`src/rtl/pu_spi_slave_driver_pkg.sv`:
```
// ---------------------------------------------------------------------------
// pu_spi_slave_driver_pkg
//   Shared definitions for the SPI slave bit engine.
//   - FSM state encoding (IDLE / FETCH / LOAD / SHIFT)
//   - synchroniser depth
//   - pin indices of the oversampled SPI inputs and their idle levels
// ---------------------------------------------------------------------------
package pu_spi_slave_driver_pkg;

   // Flip-flops in each input synchroniser (the edge-detect stage is extra).
   localparam int SYNC_STAGES = 2;

   // Bit positions of the oversampled SPI pins in the synchroniser bank.
   localparam int PIN_SCLK = 0;
   localparam int PIN_CS_N = 1;
   localparam int PIN_MOSI = 2;
   localparam int NUM_PINS = 3;

   // Reset level of each synchroniser. cs_n idles high, so its chain resets
   // to 1; otherwise reset release would look like a cs_n rising edge and
   // produce a spurious frame_done.
   localparam logic [NUM_PINS-1:0] PIN_RESET_LEVEL = 3'b010;

   typedef enum logic [1:0] {
      ST_IDLE  = 2'd0,
      ST_FETCH = 2'd1,
      ST_LOAD  = 2'd2,
      ST_SHIFT = 2'd3
   } state_t;

   // Width of a counter that must hold values 0 .. width-1.
   function automatic int cnt_width(input int width);
      return (width <= 2) ? 1 : $clog2(width);
   endfunction

endpackage

```
`src/rtl/pu_spi_slave_driver_sync_edge.sv`:
```
// ---------------------------------------------------------------------------
// pu_spi_slave_driver_sync_edge
//   Brings one asynchronous SPI pin into the clk domain through a
//   SYNC_STAGES-deep flip-flop chain and derives single-cycle rise/fall
//   strobes by comparing the last synchroniser stage with one more stage.
// Ports
//   i_clk     in   system clock
//   i_rst_n   in   asynchronous active-low reset
//   i_async   in   asynchronous pin
//   o_level   out  synchronised pin level
//   o_rise    out  1-clk strobe, synchronised 0->1
//   o_fall    out  1-clk strobe, synchronised 1->0
// ---------------------------------------------------------------------------
module pu_spi_slave_driver_sync_edge
   import pu_spi_slave_driver_pkg::*;
#(
   parameter logic RESET_LEVEL = 1'b0
) (
   input  logic i_clk,
   input  logic i_rst_n,
   input  logic i_async,
   output logic o_level,
   output logic o_rise,
   output logic o_fall
);

   logic [SYNC_STAGES-1:0] r_sync;
   logic                   r_prev;

   always_ff @(posedge i_clk or negedge i_rst_n) begin
      if (!i_rst_n) begin
         r_sync <= {SYNC_STAGES{RESET_LEVEL}};
         r_prev <= RESET_LEVEL;
      end else begin
         r_sync <= {r_sync[SYNC_STAGES-2:0], i_async};
         r_prev <= r_sync[SYNC_STAGES-1];
      end
   end

   assign o_level = r_sync[SYNC_STAGES-1];
   assign o_rise  =  r_sync[SYNC_STAGES-1] & ~r_prev;
   assign o_fall  = ~r_sync[SYNC_STAGES-1] &  r_prev;

endmodule

```
`src/rtl/pu_spi_slave_driver.sv`:
```
// ---------------------------------------------------------------------------
// pu_spi_slave_driver
//   SPI mode-0, MSB-first slave bit engine. Oversamples sclk/cs_n/mosi in the
//   clk domain, assembles MOSI words into rx-buffer write strobes, and fetches
//   tx-buffer words (oe strobe, data one clk later) to shift out on MISO.
// Ports
//   i_clk          in   system clock
//   i_rst_n        in   asynchronous active-low reset
//   i_sclk         in   SPI clock from master (async)
//   i_cs_n         in   SPI chip select, active low (async)
//   i_mosi         in   SPI master-out data (async)
//   o_miso         out  SPI master-in data, 0 when not selected
//   o_miso_oe      out  pad output enable, equals o_busy
//   o_rx_wr        out  1-clk write strobe to the rx buffer
//   o_rx_data      out  received word, valid with o_rx_wr
//   i_rx_full      in   rx buffer full
//   o_tx_oe        out  1-clk read strobe to the tx buffer
//   i_tx_data      in   tx buffer data, valid 1 clk after o_tx_oe
//   o_busy         out  frame in progress
//   o_frame_done   out  1-clk pulse when the frame ends (cs_n rise)
//   o_overflow     out  sticky: a received word was dropped (rx full)
// ---------------------------------------------------------------------------
module pu_spi_slave_driver
   import pu_spi_slave_driver_pkg::*;
#(
   parameter int DATA_WIDTH = 8
) (
   input  logic                  i_clk,
   input  logic                  i_rst_n,
   input  logic                  i_sclk,
   input  logic                  i_cs_n,
   input  logic                  i_mosi,
   output logic                  o_miso,
   output logic                  o_miso_oe,
   output logic                  o_rx_wr,
   output logic [DATA_WIDTH-1:0] o_rx_data,
   input  logic                  i_rx_full,
   output logic                  o_tx_oe,
   input  logic [DATA_WIDTH-1:0] i_tx_data,
   output logic                  o_busy,
   output logic                  o_frame_done,
   output logic                  o_overflow
);

   localparam int CNT_W = cnt_width(DATA_WIDTH);
   localparam logic [CNT_W-1:0] LAST_BIT = CNT_W'(DATA_WIDTH - 1);

   // ------------------------------------------------------------------
   // Input synchronisers, one per SPI pin
   // ------------------------------------------------------------------
   logic [NUM_PINS-1:0] w_pin_async;
   logic [NUM_PINS-1:0] w_level;
   logic [NUM_PINS-1:0] w_rise;
   logic [NUM_PINS-1:0] w_fall;

   assign w_pin_async = {i_mosi, i_cs_n, i_sclk};

   genvar gi;
   generate
      for (gi = 0; gi < NUM_PINS; gi++) begin : g_sync
         pu_spi_slave_driver_sync_edge #(
            .RESET_LEVEL (PIN_RESET_LEVEL[gi])
         ) u_sync (
            .i_clk   (i_clk),
            .i_rst_n (i_rst_n),
            .i_async (w_pin_async[gi]),
            .o_level (w_level[gi]),
            .o_rise  (w_rise[gi]),
            .o_fall  (w_fall[gi])
         );
      end
   endgenerate

   logic w_sclk_rise;
   logic w_sclk_fall;
   logic w_cs_rise;
   logic w_cs_fall;
   logic w_mosi;

   assign w_sclk_rise = w_rise[PIN_SCLK];
   assign w_sclk_fall = w_fall[PIN_SCLK];
   assign w_cs_rise   = w_rise[PIN_CS_N];
   assign w_cs_fall   = w_fall[PIN_CS_N];
   // mosi and sclk travel through identical pipelines, so the synchronised
   // mosi level seen with the sclk rise strobe is the bit the master set up.
   assign w_mosi      = w_level[PIN_MOSI];

   // Strobes that this engine has no use for.
   logic w_unused;
   assign w_unused = &{1'b0, w_level[PIN_SCLK], w_level[PIN_CS_N],
                       w_rise[PIN_MOSI], w_fall[PIN_MOSI]};

   // ------------------------------------------------------------------
   // Bit engine FSM
   // ------------------------------------------------------------------
   state_t                r_state;
   logic [CNT_W-1:0]      r_bit_cnt;
   logic [DATA_WIDTH-1:0] r_rx_shift;
   logic [DATA_WIDTH-1:0] r_tx_shift;
   logic [DATA_WIDTH-1:0] r_tx_next;
   logic                  r_word_end;   // next sclk fall starts a new tx word
   logic                  r_tx_oe_d1;   // tx buffer data valid this clk
   logic                  r_miso;
   logic                  r_busy;
   logic                  r_rx_wr;
   logic [DATA_WIDTH-1:0] r_rx_data;
   logic                  r_tx_oe;
   logic                  r_frame_done;
   logic                  r_overflow;

   always_ff @(posedge i_clk or negedge i_rst_n) begin
      if (!i_rst_n) begin
         r_state      <= ST_IDLE;
         r_bit_cnt    <= '0;
         r_rx_shift   <= '0;
         r_tx_shift   <= '0;
         r_tx_next    <= '0;
         r_word_end   <= 1'b0;
         r_tx_oe_d1   <= 1'b0;
         r_miso       <= 1'b0;
         r_busy       <= 1'b0;
         r_rx_wr      <= 1'b0;
         r_rx_data    <= '0;
         r_tx_oe      <= 1'b0;
         r_frame_done <= 1'b0;
         r_overflow   <= 1'b0;
      end else begin
         r_rx_wr      <= 1'b0;
         r_tx_oe      <= 1'b0;
         r_frame_done <= 1'b0;
         r_tx_oe_d1   <= r_tx_oe;

         if (w_cs_rise) begin
            // End of frame wins over everything, including a final sclk
            // rise in the same clk: any partial word is discarded.
            r_frame_done <= 1'b1;
            r_busy       <= 1'b0;
            r_miso       <= 1'b0;
            r_bit_cnt    <= '0;
            r_word_end   <= 1'b0;
            r_state      <= ST_IDLE;
         end else begin
            case (r_state)
               ST_IDLE: begin
                  if (w_cs_fall) begin
                     r_tx_oe    <= 1'b1;
                     r_overflow <= 1'b0;
                     r_busy     <= 1'b1;
                     r_rx_shift <= '0;
                     r_state    <= ST_FETCH;
                  end
               end

               ST_FETCH: begin
                  r_state <= ST_LOAD;
               end

               ST_LOAD: begin
                  r_tx_shift <= i_tx_data;
                  r_miso     <= i_tx_data[DATA_WIDTH-1];
                  r_bit_cnt  <= '0;
                  r_word_end <= 1'b0;
                  r_state    <= ST_SHIFT;
               end

               ST_SHIFT: begin
                  // Word requested on the previous word's last rise arrives
                  // two clks after that rise; park it until the next fall.
                  if (r_tx_oe_d1) begin
                     r_tx_next <= i_tx_data;
                  end

                  if (w_sclk_rise) begin
                     r_rx_shift <= {r_rx_shift[DATA_WIDTH-2:0], w_mosi};
                     if (r_bit_cnt == LAST_BIT) begin
                        r_bit_cnt  <= '0;
                        r_word_end <= 1'b1;
                        r_tx_oe    <= 1'b1;
                        if (i_rx_full) begin
                           r_overflow <= 1'b1;
                        end else begin
                           r_rx_wr   <= 1'b1;
                           r_rx_data <= {r_rx_shift[DATA_WIDTH-2:0], w_mosi};
                        end
                     end else begin
                        r_bit_cnt <= r_bit_cnt + CNT_W'(1);
                     end
                  end else if (w_sclk_fall) begin
                     if (r_word_end) begin
                        r_tx_shift <= r_tx_next;
                        r_miso     <= r_tx_next[DATA_WIDTH-1];
                        r_word_end <= 1'b0;
                     end else begin
                        r_tx_shift <= {r_tx_shift[DATA_WIDTH-2:0], 1'b0};
                        r_miso     <= r_tx_shift[DATA_WIDTH-2];
                     end
                  end
               end

               default: begin
                  r_state <= ST_IDLE;
               end
            endcase
         end
      end
   end

   assign o_miso       = r_miso;
   assign o_miso_oe    = r_busy;
   assign o_busy       = r_busy;
   assign o_rx_wr      = r_rx_wr;
   assign o_rx_data    = r_rx_data;
   assign o_tx_oe      = r_tx_oe;
   assign o_frame_done = r_frame_done;
   assign o_overflow   = r_overflow;

endmodule

```
`config.mk`:
```
export PLATFORM = sky130hd
export DESIGN_NAME = pu_spi_slave_driver
export DESIGN_NICKNAME = d
export VERILOG_FILES = /design/src/rtl/pu_spi_slave_driver_pkg.sv /design/src/rtl/pu_spi_slave_driver_sync_edge.sv /design/src/rtl/pu_spi_slave_driver.sv
export SDC_FILE = /design/constraint.sdc
export NUM_CORES = 1
export LEC_CHECK = 0
export ABC_AREA = 1
export CELL_PAD_IN_SITES_DETAIL_PLACEMENT = 1
export CELL_PAD_IN_SITES_GLOBAL_PLACEMENT = 1
export CORE_MARGIN = 2
export CORE_UTILIZATION = 30
export DETAILED_ROUTE_END_ITERATION = 10
export GPL_TIMING_DRIVEN = 0
export HOLD_SLACK_MARGIN = 0.06
export PLACE_DENSITY_LB_ADDON = 0.15
export SYNTH_ARGS = -nofsm -noshare
export SYNTH_HDL_FRONTEND = slang
export SYNTH_SLANG_ARGS = --single-unit
```
`constraint.sdc`:
```
create_clock -name i_clk -period 4.2 [get_ports i_clk]
set_clock_uncertainty 0.1 [all_clocks]
set_input_delay 0.84 -clock i_clk [delete_from_list [all_inputs] [get_ports i_clk]]
set_output_delay 0.84 -clock i_clk [all_outputs]
set_load 0.01 [all_outputs]
```
==> results of run 1 <==
-- layout by cell type (no fill, tap or decap), types with 2 or more instances in the layout --
master	n
nand2_1	87
dfrtp_1	48
clkdlybuf4s50_1	27
inv_1	18
nand3_1	18
nor2_1	12
o21ai_0	12
ha_1	9
nand2_2	7
o22ai_1	7
inv_2	6
o21ai_1	6
clkbuf_8	5
buf_2	4
a21oi_1	4
nor2_4	3
dfstp_2	3
buf_6	2
nand2_4	2
inv_4	2
o21ai_2	2
buf_4	2
-- registers in the layout, summed over array words and instances, names as in the netlist, 2 cells and up --
register	flops
r_tx_next	8
r_state	2
g_sync.u_sync.r_prev	2
r_bit_cnt	3
g_sync.u_sync.r_sync	6
r_rx_shift	7
o_rx_data	8
r_tx_shift	7
-- per-stage QoR --
stage          utilization (%)  total power [W]  std cells  area (µm²)
6_report                  37.7          0.00156        396        2870
5_1_grt                   37.7          0.00168        396        2870
4_1_cts                   37.7          0.00158        396        2870
3_5_place_dp              36.2          0.00123        388        2750
3_3_place_gp              36.0          0.00121        387        2740
2_1_floorplan                -          0.00105        257        2330
-- cell families (layout without fill, tap and decap cells) --
logic type      after synthesis  count (layout)  synth area share [%]
compound gates               32              32                  8.06
fa+ha+maj                     9               9                  4.83
buf+inv                      33              70                  6.66
flops                        51              51                  54.9
simple gates                132             132                  25.5
-- per-layer routing --
| layer | share of wire (%) | up-vias | track usage, % |
|---|---|---|---|
| met5 | 0 | - | 0 |
| met1 | 50 | 855 | 18.0 |
| met4 | 1.4 | 0 | 4.10 |
| met3 | 2.6 | 6 | 2.96 |
| li1 | - | 880 | - |
| met2 | 46 | 19 | 22.2 |
-- final timing paths --
| kind | endpoint | slack [ns] |
|---|---|---|
| setup / recovery | o_miso_oe | 1.95 |
| max in group asynchronous | o_rx_data[3] | 3.12 |
| hold / removal | g_sync[2].u_sync.r_sync[1] | 0.26 |
| setup reg to reg | r_tx_shift[1] | 2.37 |
| hold reg to reg | g_sync[2].u_sync.r_sync[1] | 0.26 |
| min in group asynchronous | r_tx_next[1] | 0.36 |
-- cell type report --
| type | count | area, µm² | area share (%) |
|---|---|---|---|
| Timing Repair Buffer | 29 | 295 | 10.3 |
| Sequential cell | 51 | 1280 | 44.7 |
| Clock buffer | 5 | 68.8 | 2.40 |
| Tap cell | 102 | 128 | 4.45 |
| Buffer | 7 | 52.6 | 1.83 |
| Inverter | 26 | 103 | 3.58 |
| Multi-Input combinational cell | 173 | 895 | 31.2 |
| Clock inverter | 3 | 43.8 | 1.53 |
-- critical path, stage by stage (launching register included) --
cell             delay [ns]
dfrtp_1                0.38
buf_4                  0.11
clkdlybuf4s50_1        0.52
-- power by group --
part	total, W	internal (W)	switching [W]
logic	0.000548	0.000208	0.000340
registers	0.000658	0.000595	0.0000629
clock network	0.000350	0.000178	0.000172
==> results.md, run 1 <==
* Number of buffers created by CTS at 5
* TritonCTS clock tree: built
* Worst VDD drop at 0.177 mV
* Port bufs at 28
* CP required at 3.26 ns
* Final Hold Viols at 0
* FILL cells at 904
* FP Rows at 32
* DRT iter0 DRCs at 53
* Critical-path maximum fanout at 3
* Cts hold-fix bufs at 0
* Overall Global Routing Usage at 13.6%
* Antenna violations before repair at 0
* Worst setup EP type: output port
* WP data arrival at 1.31 ns
* Vias in the first global route at 1886
* Outcome: finished clean
* Worst relative slew slack at between 70% and 80%
* EDFF count, synth at 0
* Distinct cells, synth at 24
* Total core area at 7610 µm²
* Crit Path Class: flip-flop to output port
* Final ANT Viol Nets at 0
* Critical Path Source Type: flip-flop
* First-pass GRT wire length at 9230 µm
* Post-synthesis cell count at 257
* Clock tree sinks at just over 50
* Pin count of the biggest net entering global routing at 35
* Worst hold-check slack at approximately 0.26 ns
* R2r startpoint: g_sync[1].u_sync.r_prev
* CP Launch Point: o_busy
* Top cells by count, synth: 87 x nand2_1, 48 x dfrtp_1, 18 x inv_1, 18 x nand3_1
* Worst-skew pair later-pin latency at between 0.3 and 0.4 ns
* # setup viols final at 0
* Die ar. at 8490 µm²
* Synth top area cells: dfrtp_1 52%, nand2_1 14%, ha_1 4.8%
* Chip height at 92.1 µm
* Clock tree buffer depth at 2
* Post-synth top flop: dfrtp_1
* Average via count per standard cell at 4.44
* H-Tree Depth at 2
* Syn Nets at 280
* Top cell type's share of synthesized area at 51.6%
* P per Cell Area at 543 nW/µm²
* Residual DRC at 0
* Final WL at 5090 µm
* Die Width at 92.1 µm
* Setup TNS Final at 0 ns
* #FFs+latches synth at 51
* Register area share after synthesis at 54.9%
* R2R cell count at 7
* Slew Viols, Final at 0
* Most common cell in the netlist: nand2_1
* Diode count at 0
* I/O Pins at 29
* Share of cells above drive strength 1 at 15.3%
* Pre-CTS setup slack at 2.18 ns
* First-pass DRT Iterations at 4
* Post-CTS setup buffer count at 0
* Grt ovf at 0
* Largest area contributor in the netlist: dfrtp_1
* Static Leakage at 1.46 nW
* Setup ws final at approximately 1.9 ns
* Post_cts resized at 0
* Max-cap violations at 0
* Nets at 316
* Tmin final at 2.25 ns
* Mean Syn Cell Area at 9.07 µm²
* Synth async-reset ratio at 100%
* Final period utilization at 53.6%
* Routability cong. at between 0.7 and 0.8
* Hold Crit Start: g_sync[2].u_sync.r_sync[0]
* Hold Path Depth at 0
* Worst slew pin tran at 0.435 ns
* Vias at 1760
* Starting Density at 30.6%
* DP HPWL at 3690 µm
* Routed len/inst at 12.8 µm
* Highest clock rate at 444 MHz
* P&R area growth vs syn at 23.0%
* Hold Crit Class: flip-flop to flip-flop
* Synthesized area at about 2300 µm²
* Synthesis Warnings at 0
* RSZ-0062 raised after global routing: false
* Clk slew on worst S/H paths at 0.10 ns
* CTS root buf: clkbuf_8
No activity file was read; power rests on OpenSTA's default activity.
==> run 2: changes to the inputs <==
==> constraint.sdc (replaced) <==
create_clock -name i_clk -period 2.3 [get_ports i_clk]
set_clock_uncertainty 0.1 [all_clocks]
set_input_delay 0.46 -clock i_clk [delete_from_list [all_inputs] [get_ports i_clk]]
set_output_delay 0.46 -clock i_clk [all_outputs]
set_load 0.01 [all_outputs]
==> results.md, run 2 (same netlist as run 1, synthesis figures left out) <==
* Outcome: finished clean (unchanged)
* Leading cell type in the layout, fill and taps excluded: nand2_1 (unchanged)
* Slew Viols, Final at 0 (unchanged)
* Crit Path Class: flip-flop to output port (unchanged)
* Starting Density at 30.6% (unchanged)
* Clk slew on worst S/H paths at 0.10 ns (about the same)
* Overall Global Routing Usage at 13.6% (unchanged)
* Critical Path Source Type: flip-flop (unchanged)
* Most frequent cells in the layout: 87 x nand2_1, 48 x dfrtp_1, 27 x clkdlybuf4s50_1 (unchanged)
* Die Width at 92.1 µm (unchanged)
* Antenna violations before repair at 0 (unchanged)
* Number of buffers created by CTS at 5 (unchanged)
* Vias at 1762 (was 1760)
* Highest clock rate at 534 MHz
* GR Util met2 at 22.2% (unchanged)
* P&R area growth vs syn at 23.4% (was 23.0%)
* Hold Crit Start: g_sync[2].u_sync.r_sync[0] (unchanged)
* Share of cells above drive strength 1 at 15.3% (about the same)
* TritonCTS clock tree: built (unchanged)
* Final ANT Viol Nets at 0 (unchanged)
* Met1 Usage GRT at 18.0% (unchanged)
* DP HPWL at 3690 µm (unchanged)
* Clock tree sinks at 51 (unchanged)
* Worst VDD drop at 0.323 mV (was 0.177 mV)
* Pin count of the biggest net entering global routing at 35 (unchanged)
* Critical Path Max Stage Delay at 0.52 ns (about the same)
* FP Rows at 32 (unchanged)
* P per Cell Area at 989 nW/µm² (was 543 nW/µm²)
* GR Layer Usage met3 at 2.96% (unchanged)
* Diode count at 0 (unchanged)
* H-Tree Depth at 2 (unchanged)
* # setup viols final at 0 (unchanged)
* Worst-skew pair later-pin latency at 0.31 ns (about the same)
* Final Hold Viols at 0 (unchanged)
* Worst relative slew slack at 70.9% (was 71.0%)
* Slowest cell on crit path: clkdlybuf4s50_1 (unchanged)
* First-pass DRT Iterations at 4 (unchanged)
* Worst-path cell chain: buf_4, clkdlybuf4s50_1 (unchanged)
* Post-CTS setup buffer count at 0 (unchanged)
* CP Launch Point: o_busy (unchanged)
* Port bufs at 28 (unchanged)
* Buf/Inv on CP at 2 (unchanged)
* Final period utilization at 81.4%
* Clock tree buffer depth at 2 (unchanged)
* Total core area at 7610 µm² (unchanged)
* Residual DRC at 0 (unchanged)
* Static Leakage at 1.47 nW (was 1.46 nW)
* Worst slew pin tran at 0.437 ns (was 0.435 ns)
* Design Power at 0.00284 W (was 0.00156 W)
* CTS root buf: clkbuf_8 (unchanged)
* Die ar. at 8490 µm² (unchanged)
* Critical-path maximum fanout at 3 (unchanged)
* Grt ovf at 0 (unchanged)
* Final WL at 5090 µm (about the same)
* WP data arrival at 1.31 ns (about the same)
* Setup ws final at 0.429 ns (was 1.95 ns)
* R2r startpoint: g_sync[1].u_sync.r_prev (unchanged)
* GR peak layer: met2 (unchanged)
* I/O Pins at 29 (unchanged)
* Average via count per standard cell at 4.44 (about the same)
* Hold Crit Class: flip-flop to flip-flop (unchanged)
* Max-cap violations at 0 (unchanged)
* Chip height at 92.1 µm (unchanged)
* Vias in the first global route at 1886 (unchanged)
* Routability cong. at 0.727 (unchanged)
* Setup TNS Final at 0 ns (unchanged)
* Nets at 317 (was 316)
* Tmin final at 1.87 ns
* CP required at 1.74 ns (was 3.26 ns)
* Routed len/inst at 12.8 µm (about the same)
* Pre-CTS setup slack at 0.448 ns (was 2.18 ns)
* Cell family with most CP delay: buffers and inverters (unchanged)
* Worst setup EP type: output port (unchanged)
* First-pass GRT wire length at 9230 µm (unchanged)
* RSZ-0062 raised after global routing: false (unchanged)
* DRT iter0 DRCs at 51 (was 53)
[run 2: cell types whose count changed in the layout (fill, tap and decap cells not counted)]
cell / change
dlygate4sd3_1: +1
[run 2: repair_timing]
item                                   4_1_cts  5_1_grt
hold buffers                                 1        0
gates resized for setup                      0        0
endpoints found under the hold margin       14        0
[run 2: routing by layer]
metal	vias to the layer above	part of all wire, %
li1	882	-
met1	855	50
met2	19	45
met3	6	2.6
met4	0	1.4
met5	-	0
[run 2: where the power goes]
| group | internal [W] | switching (W) | total [W] |
|---|---|---|---|
| combinational | 0.000381 | 0.000621 | 0.00100 |
| clock | 0.000325 | 0.000314 | 0.000639 |
| sequential | 0.00109 | 0.000115 | 0.00120 |
| total | 0.00179 | 0.00105 | 0.00284 |
[run 2: final cells by class]
type | count | area, µm²
clock buffer | 5 | 68.8
timing repair buffer | 30 | 305
tap | 102 | 128
inverter | 26 | 103
sequential | 51 | 1280
multi-input combinational | 173 | 895
clock inverter | 3 | 43.8
buffer | 7 | 52.6
fill | 903 | 4730
[run 2: per-stage QoR]
step	cells	util, %	instance area (µm²)	hold slack [ns]
floorplan	257	-	2330	0.0644
global placement	387	36.0	2740	0.234
detailed placement	388	36.2	2750	0.237
CTS	397	37.8	2880	0.259
global route	397	37.8	2880	0.265
finish	397	37.8	2880	0.258
[run 2: path summary, 6_finish.rpt]
check / end / slack (ns) / cells after the start
min in group asynchronous: r_state[0] / 0.52 / 2
max in group asynchronous: o_rx_data[3] / 1.06 / 3
worst max register to register: r_tx_shift[1] / 0.47 / 7
worst max-delay path: o_miso_oe / 0.43 / 2
worst min-delay path: g_sync[2].u_sync.r_sync[1] / 0.26 / 0
worst min register to register: g_sync[2].u_sync.r_sync[1] / 0.26 / 0
[run 2: worst reg2reg max path, stage by stage, from the launching register on]
cell and delay, ns:
dfstp_2 0.54, inv_1 0.04, ha_1 0.30, inv_2 0.12, buf_2 0.24, nand3_2 0.23
nand2_1 0.12, nand2_1 0.05
==> run 3: changes to the inputs <==
==> constraint.sdc (replaced) <==
create_clock -name i_clk -period 1.77 [get_ports i_clk]
set_clock_uncertainty 0.1 [all_clocks]
set_input_delay 0.354 -clock i_clk [delete_from_list [all_inputs] [get_ports i_clk]]
set_output_delay 0.354 -clock i_clk [all_outputs]
set_load 0.01 [all_outputs]
==> results.md, run 3 (same netlist as run 1, synthesis figures left out) <==
* Worst relative slew slack at 70.6% (was 70.9%)
* Worst VDD drop at 0.450 mV (was 0.323 mV)
* Share of cells above drive strength 1 at 18.5% (was 15.3%)
* DP HPWL at 3690 µm (unchanged)
* Leading cell type in the layout, fill and taps excluded: nand2_1 (unchanged)
* I/O Pins at 29 (unchanged)
* R2R cell count at 9 (was 7)
* Vias in the first global route at 1904 (was 1886)
* Grt ovf at 0 (unchanged)
* Die Width at 92.1 µm (unchanged)
* Most frequent cells in the layout: 86 x nand2_1, 48 x dfrtp_1, 26 x clkdlybuf4s50_1 (was 87 x nand2_1, 48 x dfrtp_1, 27 x clkdlybuf4s50_1)
* Clock tree buffer depth at 2 (unchanged)
* Antenna violations before repair at 0 (unchanged)
* Final period utilization at 94.7%
* Final ANT Viol Nets at 0 (unchanged)
* Routed len/inst at 13.4 µm (was 12.8 µm)
* Average via count per standard cell at 4.47 (was 4.44)
* Hold Crit Class: flip-flop to flip-flop (unchanged)
* Worst hold-check slack at 0.259 ns (was 0.258 ns)
* R2r startpoint: g_sync[1].u_sync.r_prev (unchanged)
* Final WL at 5420 µm (was 5090 µm)
* Slew Viols, Final at 0 (unchanged)
* Clock tree sinks at 51 (unchanged)
* Outcome: finished clean (unchanged)
* Worst-skew pair later-pin latency at 0.31 ns (about the same)
* Clk slew on worst S/H paths at 0.10 ns (about the same)
* FP Rows at 32 (unchanged)
* Reg2reg setup slack at 0.12 ns (was 0.47 ns)
* Diode count at 0 (unchanged)
* Nets at 325 (was 317)
* Die ar. at 8490 µm² (unchanged)
* CP required at 1.32 ns (was 1.74 ns)
* Tmin final at 1.68 ns
* Worst-path cell chain: clkdlybuf4s50_1 (was buf_4, clkdlybuf4s50_1)
* TritonCTS clock tree: built (unchanged)
* Port bufs at 28 (unchanged)
* Overall Global Routing Usage at 13.6% (about the same)
* Total core area at 7610 µm² (unchanged)
* WP data arrival at 1.22 ns (was 1.31 ns)
* Buf/Inv on CP at 1 (was 2)
* Crit path depth at 1 (was 2)
* Residual DRC at 0 (unchanged)
* P per Cell Area at 1290 nW/µm² (was 989 nW/µm²)
* Final Hold Viols at 0 (unchanged)
* Vias at 1810 (was 1762)
* Cell family with most CP delay: buffers and inverters (unchanged)
* P&R area growth vs syn at 28.1% (was 23.4%)
* Max-cap violations at 0 (unchanged)
* First-pass DRT Iterations at 4 (unchanged)
* # setup viols final at 0 (unchanged)
* Hold Crit Start: g_sync[2].u_sync.r_sync[0] (unchanged)
* Critical Path Source Type: flip-flop (unchanged)
* DRT iter0 DRCs at 47 (was 51)
* Worst setup EP type: output port (unchanged)
* CTS root buf: clkbuf_8 (unchanged)
* Critical-path maximum fanout at 3 (unchanged)
* Chip height at 92.1 µm (unchanged)
* Setup ws final at 0.0933 ns (was 0.429 ns)
* First-pass GRT wire length at 9290 µm (was 9230 µm)
* Static Leakage at 1.52 nW (was 1.47 nW)
* Pre-CTS setup slack at -0.0819 ns (was 0.448 ns)
* Highest clock rate at approximately 600 MHz
* Worst slew pin tran at 0.441 ns (was 0.437 ns)
* Setup TNS Final at 0 ns (unchanged)
* Slowest cell on crit path: clkdlybuf4s50_1 (unchanged)
* Final Util at 39.2% (was 37.8%)
* Number of buffers created by CTS at 5 (unchanged)
* Hold Path Depth at 0 (unchanged)
* Starting Density at 30.6% (unchanged)
* Crit Path Class: flip-flop to output port (unchanged)
* H-Tree Depth at 2 (unchanged)
* Pin count of the biggest net entering global routing at 35 (unchanged)
* CP Launch Point: o_busy (unchanged)
* Critical Path Max Stage Delay at 0.54 ns (was 0.52 ns)
* Routability cong. at 0.727 (unchanged)
-- run 3: cell count changes in the layout (fill, tap and decap cells not counted), sizes merged --
| cell | before | now |
|---|---|---|
| buf | 9 | 15 |
| clkdlybuf4s50 | 27 | 26 |
| dlygate4sd2 | 0 | 1 |
| inv | 26 | 27 |
| nand2 | 96 | 97 |
-- run 3: cell type report --
| class | count | area, µm² |
|---|---|---|
| fill | 897 | 4620 |
| sequential | 51 | 1280 |
| multi-input combinational | 174 | 931 |
| timing repair buffer | 36 | 362 |
| tap | 102 | 128 |
| inverter | 26 | 110 |
| clock buffer | 5 | 68.8 |
| buffer | 7 | 55.1 |
| clock inverter | 3 | 43.8 |
| timing repair inverter | 1 | 6.26 |
-- run 3: per-layer routing --
layer / vias up / track usage (%) / wire length (µm)
met5: - / 0 / 0
met4: 0 / 4.10 / 59
met3: 5 / 2.96 / 130
met2: 19 / 22.7 / 2540
met1: 886 / 17.9 / 2690
li1: 900 / - / -
-- run 3: timing repair --
action	CTS	global route
hold endpoints to repair	14	0
cloned	0	2
pin swaps	1	4
resized for setup	4	7
hold buffers	1	0
setup endpoints to repair	24	12
setup buffers	2	4
-- run 3: final timing paths --
check | end
worst max register to register | o_rx_data[5]
worst max-delay path | o_busy
worst min register to register | g_sync[2].u_sync.r_sync[1]
worst min-delay path | g_sync[2].u_sync.r_sync[1]
min in group asynchronous | r_tx_next[1]
max in group asynchronous | o_miso
-- run 3: metrics by stage --
stage | instance area, µm² | instances | power [W]
final | 2980 | 405 | 0.00385
after global routing | 2980 | 405 | 0.00415
after CTS | 2910 | 399 | 0.00386
after detailed placement | 2750 | 388 | 0.00291
after global placement | 2740 | 387 | 0.00287
after floorplan | 2330 | 257 | 0.00249
-- run 3: power breakdown --
group / switching, W / internal [W] / leakage [nW]
combinational: 0.000852 / 0.000605 / 0.825
sequential: 0.000150 / 0.00141 / 0.637
clock: 0.000408 / 0.000422 / 0.0581
total: 0.00141 / 0.00244 / 1.52
==> edit: new RTL, flow settings as in run 2 <==
Change the parameter `DATA_WIDTH` from 8 to 10.
--- a/src/rtl/pu_spi_slave_driver.sv
+++ b/src/rtl/pu_spi_slave_driver.sv
@@ -24,5 +24,5 @@
    import pu_spi_slave_driver_pkg::*;
 #(
-   parameter int DATA_WIDTH = 8
+   parameter int DATA_WIDTH = 10
 ) (
    input  logic                  i_clk,
Interface: changed (resized i_tx_data and o_rx_data); port bits go from 29 to 33. No check against the original RTL was run, so the function may have changed too.
==> edit against run 2 <==
  * Setup slack lost 0.032 ns
  * Largest power group unchanged
  * First-iteration DRC count grew 53%
  * Highest routed layer unchanged
  * Critical endpoint unchanged
  * Wire length grew 22%
  * Area after synthesis grew 16%
  * Power grew 15%
  * Design area grew 16%
  * Sequential cell count grew 9
  * Global-route usage grew 0.86 points
==> edit: results (changes against run 2) <==
INFO  metric ys_types = 26 (was 24)
INFO  metric post_dp_cell_area = 3160 µm² (was 2750 µm²)
INFO  metric met2_usage = 0.234 (was 0.222)
INFO  metric layout-drive-gt1-share = 0.130 (was 0.153)
INFO  metric grt_util_met1 = 0.182 (was 0.180)
INFO  metric nNetsFinal = 366 (was 317)
INFO  metric antennaDiodeCount = 0 (unchanged)
INFO  metric worst-slew-pin-transition = 0.789 ns (was 0.437 ns)
INFO  metric r2r-end = r_rx_shift[6]$_DFFE_PN0P_ (was r_tx_shift[1]$_DFFE_PN0P_)
INFO  metric reg2reg_depth = 9 (was 7)
INFO  metric tritoncts_buffer_count = 9 (was 5)
INFO  metric io_buffer_count = 32 (was 28)
INFO  metric hp-class = in2async (was reg2reg)
INFO  metric postRouteWirelength = 6.23 mm (was 5.09 mm)
INFO  metric vias_in_the_first_global_route = 2280 (was 1886)
INFO  metric cp.arrival = 1.34 ns (was 1.31 ns)
INFO  metric clock_latency = 0.33 ns (was 0.31 ns)
INFO  metric run_status = finished, final reports clean (unchanged)
INFO  metric cts.repair_timing.setup_buffer_count = 0 (unchanged)
INFO  metric grt_usage = 0.144 (was 0.136)
INFO  metric synth.area.top_cells = sky130_fd_sc_hd__dfrtp_1 (53%), sky130_fd_sc_hd__nand2_1 (12%), sky130_fd_sc_hd__o21ai_0 (7.0%) (was sky130_fd_sc_hd__dfrtp_1 (52%), sky130_fd_sc_hd__nand2_1 (14%), sky130_fd_sc_hd__ha_1 (4.8%))
INFO  metric ys_dominant_reg_cell = sky130_fd_sc_hd__dfrtp_1 (unchanged)
INFO  metric grt_first_pass_wirelength = 11.0 mm (was 9.23 mm)
INFO  metric syn_nets = 323 (was 280)
INFO  metric post_cts_resize_count = 0 (unchanged)
INFO  metric power.ir.vdd_worst = 0.000327 V (was 0.000323 V)
INFO  metric synth_sequential_area_ratio = 0.556 (was 0.549)
INFO  metric r2r_slack = 0.42 ns (was 0.47 ns)
INFO  metric dpl.hpwl = 4.18 mm (was 3.69 mm)
INFO  metric dr_total_vias = 2105 (was 1762)
INFO  metric grt_start_max_net_pins = 61 (was 35)
INFO  metric cts_max_level = 3 (was 2)
INFO  metric globalRouteMet3Util = 0.0454 (was 0.0296)
INFO  metric final.hold.worst_slack = 0.0970 ns (was 0.258 ns)
INFO  metric cp-startpoint = o_busy$_DFFE_PN0P_ (unchanged)
INFO  metric synth_commonest_cells = sky130_fd_sc_hd__nand2_1 (83), sky130_fd_sc_hd__dfrtp_1 (57), sky130_fd_sc_hd__o21ai_0 (38) (was sky130_fd_sc_hd__nand2_1 (87), sky130_fd_sc_hd__dfrtp_1 (48), sky130_fd_sc_hd__inv_1 (18), sky130_fd_sc_hd__nand3_1 (18))
INFO  metric place.gp.congestion = 0.703 (was 0.727)
edit: cell count changes after synthesis, sizes merged, moves of 2 or more:
cell	run 2	this run
buf	7	13
o21ai	20	48
clkinv	0	2
nand2	96	83
o22ai	7	1
dfrtp	48	57
nand3	19	24
inv	26	29
nor2	15	21
edit: layer usage:
layer | vias up | wire, µm
met5 | - | 0
met2 | 27 | 2970
li1 | 1034 | -
met3 | 13 | 203
met4 | 0 | 110
met1 | 1031 | 2950
edit: worst min-delay path by stage:
| stage | startpoint | end | depth (start not counted) |
|---|---|---|---|
| 6_report | i_rst_n | r_tx_next[5]$_DFFE_PN0P_ | 1 |
| 5_1_grt | i_rst_n | r_tx_next[5]$_DFFE_PN0P_ | 1 |
| 4_1_cts | i_rst_n | r_tx_next[4]$_DFFE_PN0P_ | 1 |
| 3_5_place_dp | g_sync[2].u_sync.r_sync[0]$_DFF_PN0_ | g_sync[2].u_sync.r_sync[1]$_DFF_PN0_ | 0 |
| 3_3_place_gp | g_sync[2].u_sync.r_sync[0]$_DFF_PN0_ | g_sync[2].u_sync.r_sync[1]$_DFF_PN0_ | 0 |
| 2_1_floorplan | i_rst_n | g_sync[0].u_sync.r_prev$_DFF_PN0_ | 0 |
edit: final cells by class:
class / count / area, µm²
plain buffers: 14 / 105
fillers: 1040 / 5390
multi-input cells: 194 / 980
clock buffers: 13 / 159
inverters: 31 / 119
clock inverters: 2 / 10.0
flip-flops and latches: 60 / 1510
well taps: 108 / 135
repair buffers: 32 / 318
edit: per-stage QoR:
| step | power, µW | worst slack, ns | std cells | TNS, ns |
|---|---|---|---|---|
| CTS | 3330 | 0.362 | 454 | 0 |
| global placement | 2430 | -1.44 | 439 | -83.82 |
| global route | 3550 | 0.203 | 454 | 0 |
| finish | 3260 | 0.397 | 454 | 0 |
| floorplan | 2090 | 0.624 | 299 | 0 |
| detailed placement | 2460 | 0.415 | 439 | 0 |
edit: where the power goes:
group | internal, µW | total (µW) | leakage (µW) | switching, µW
Clock | 441 | 845 | 0.0000893 | 404
Combinational | 380 | 1020 | 0.000723 | 635
Sequential | 1280 | 1400 | 0.000751 | 120
Total | 2100 | 3260 | 0.00156 | 1160
edit: logic make-up after synthesis:
| kind of cell | share of synthesized area |
|---|---|
| and+or+nand+nor | 0.204 |
| xor gates and xnor gates | 0.00323 |
| adders and majority gates | 0.0370 |
| AOI/OAI and AO/OA | 0.117 |
| DFF | 0.556 |
| buffers and inverters | 0.0827 |
edit: worst max-delay path: stages, from the launching register on:
cell and delay (ns):
sky130_fd_sc_hd__dfrtp_1 0.37, sky130_fd_sc_hd__buf_4 0.12, sky130_fd_sc_hd__clkdlybuf4s50_1 0.52
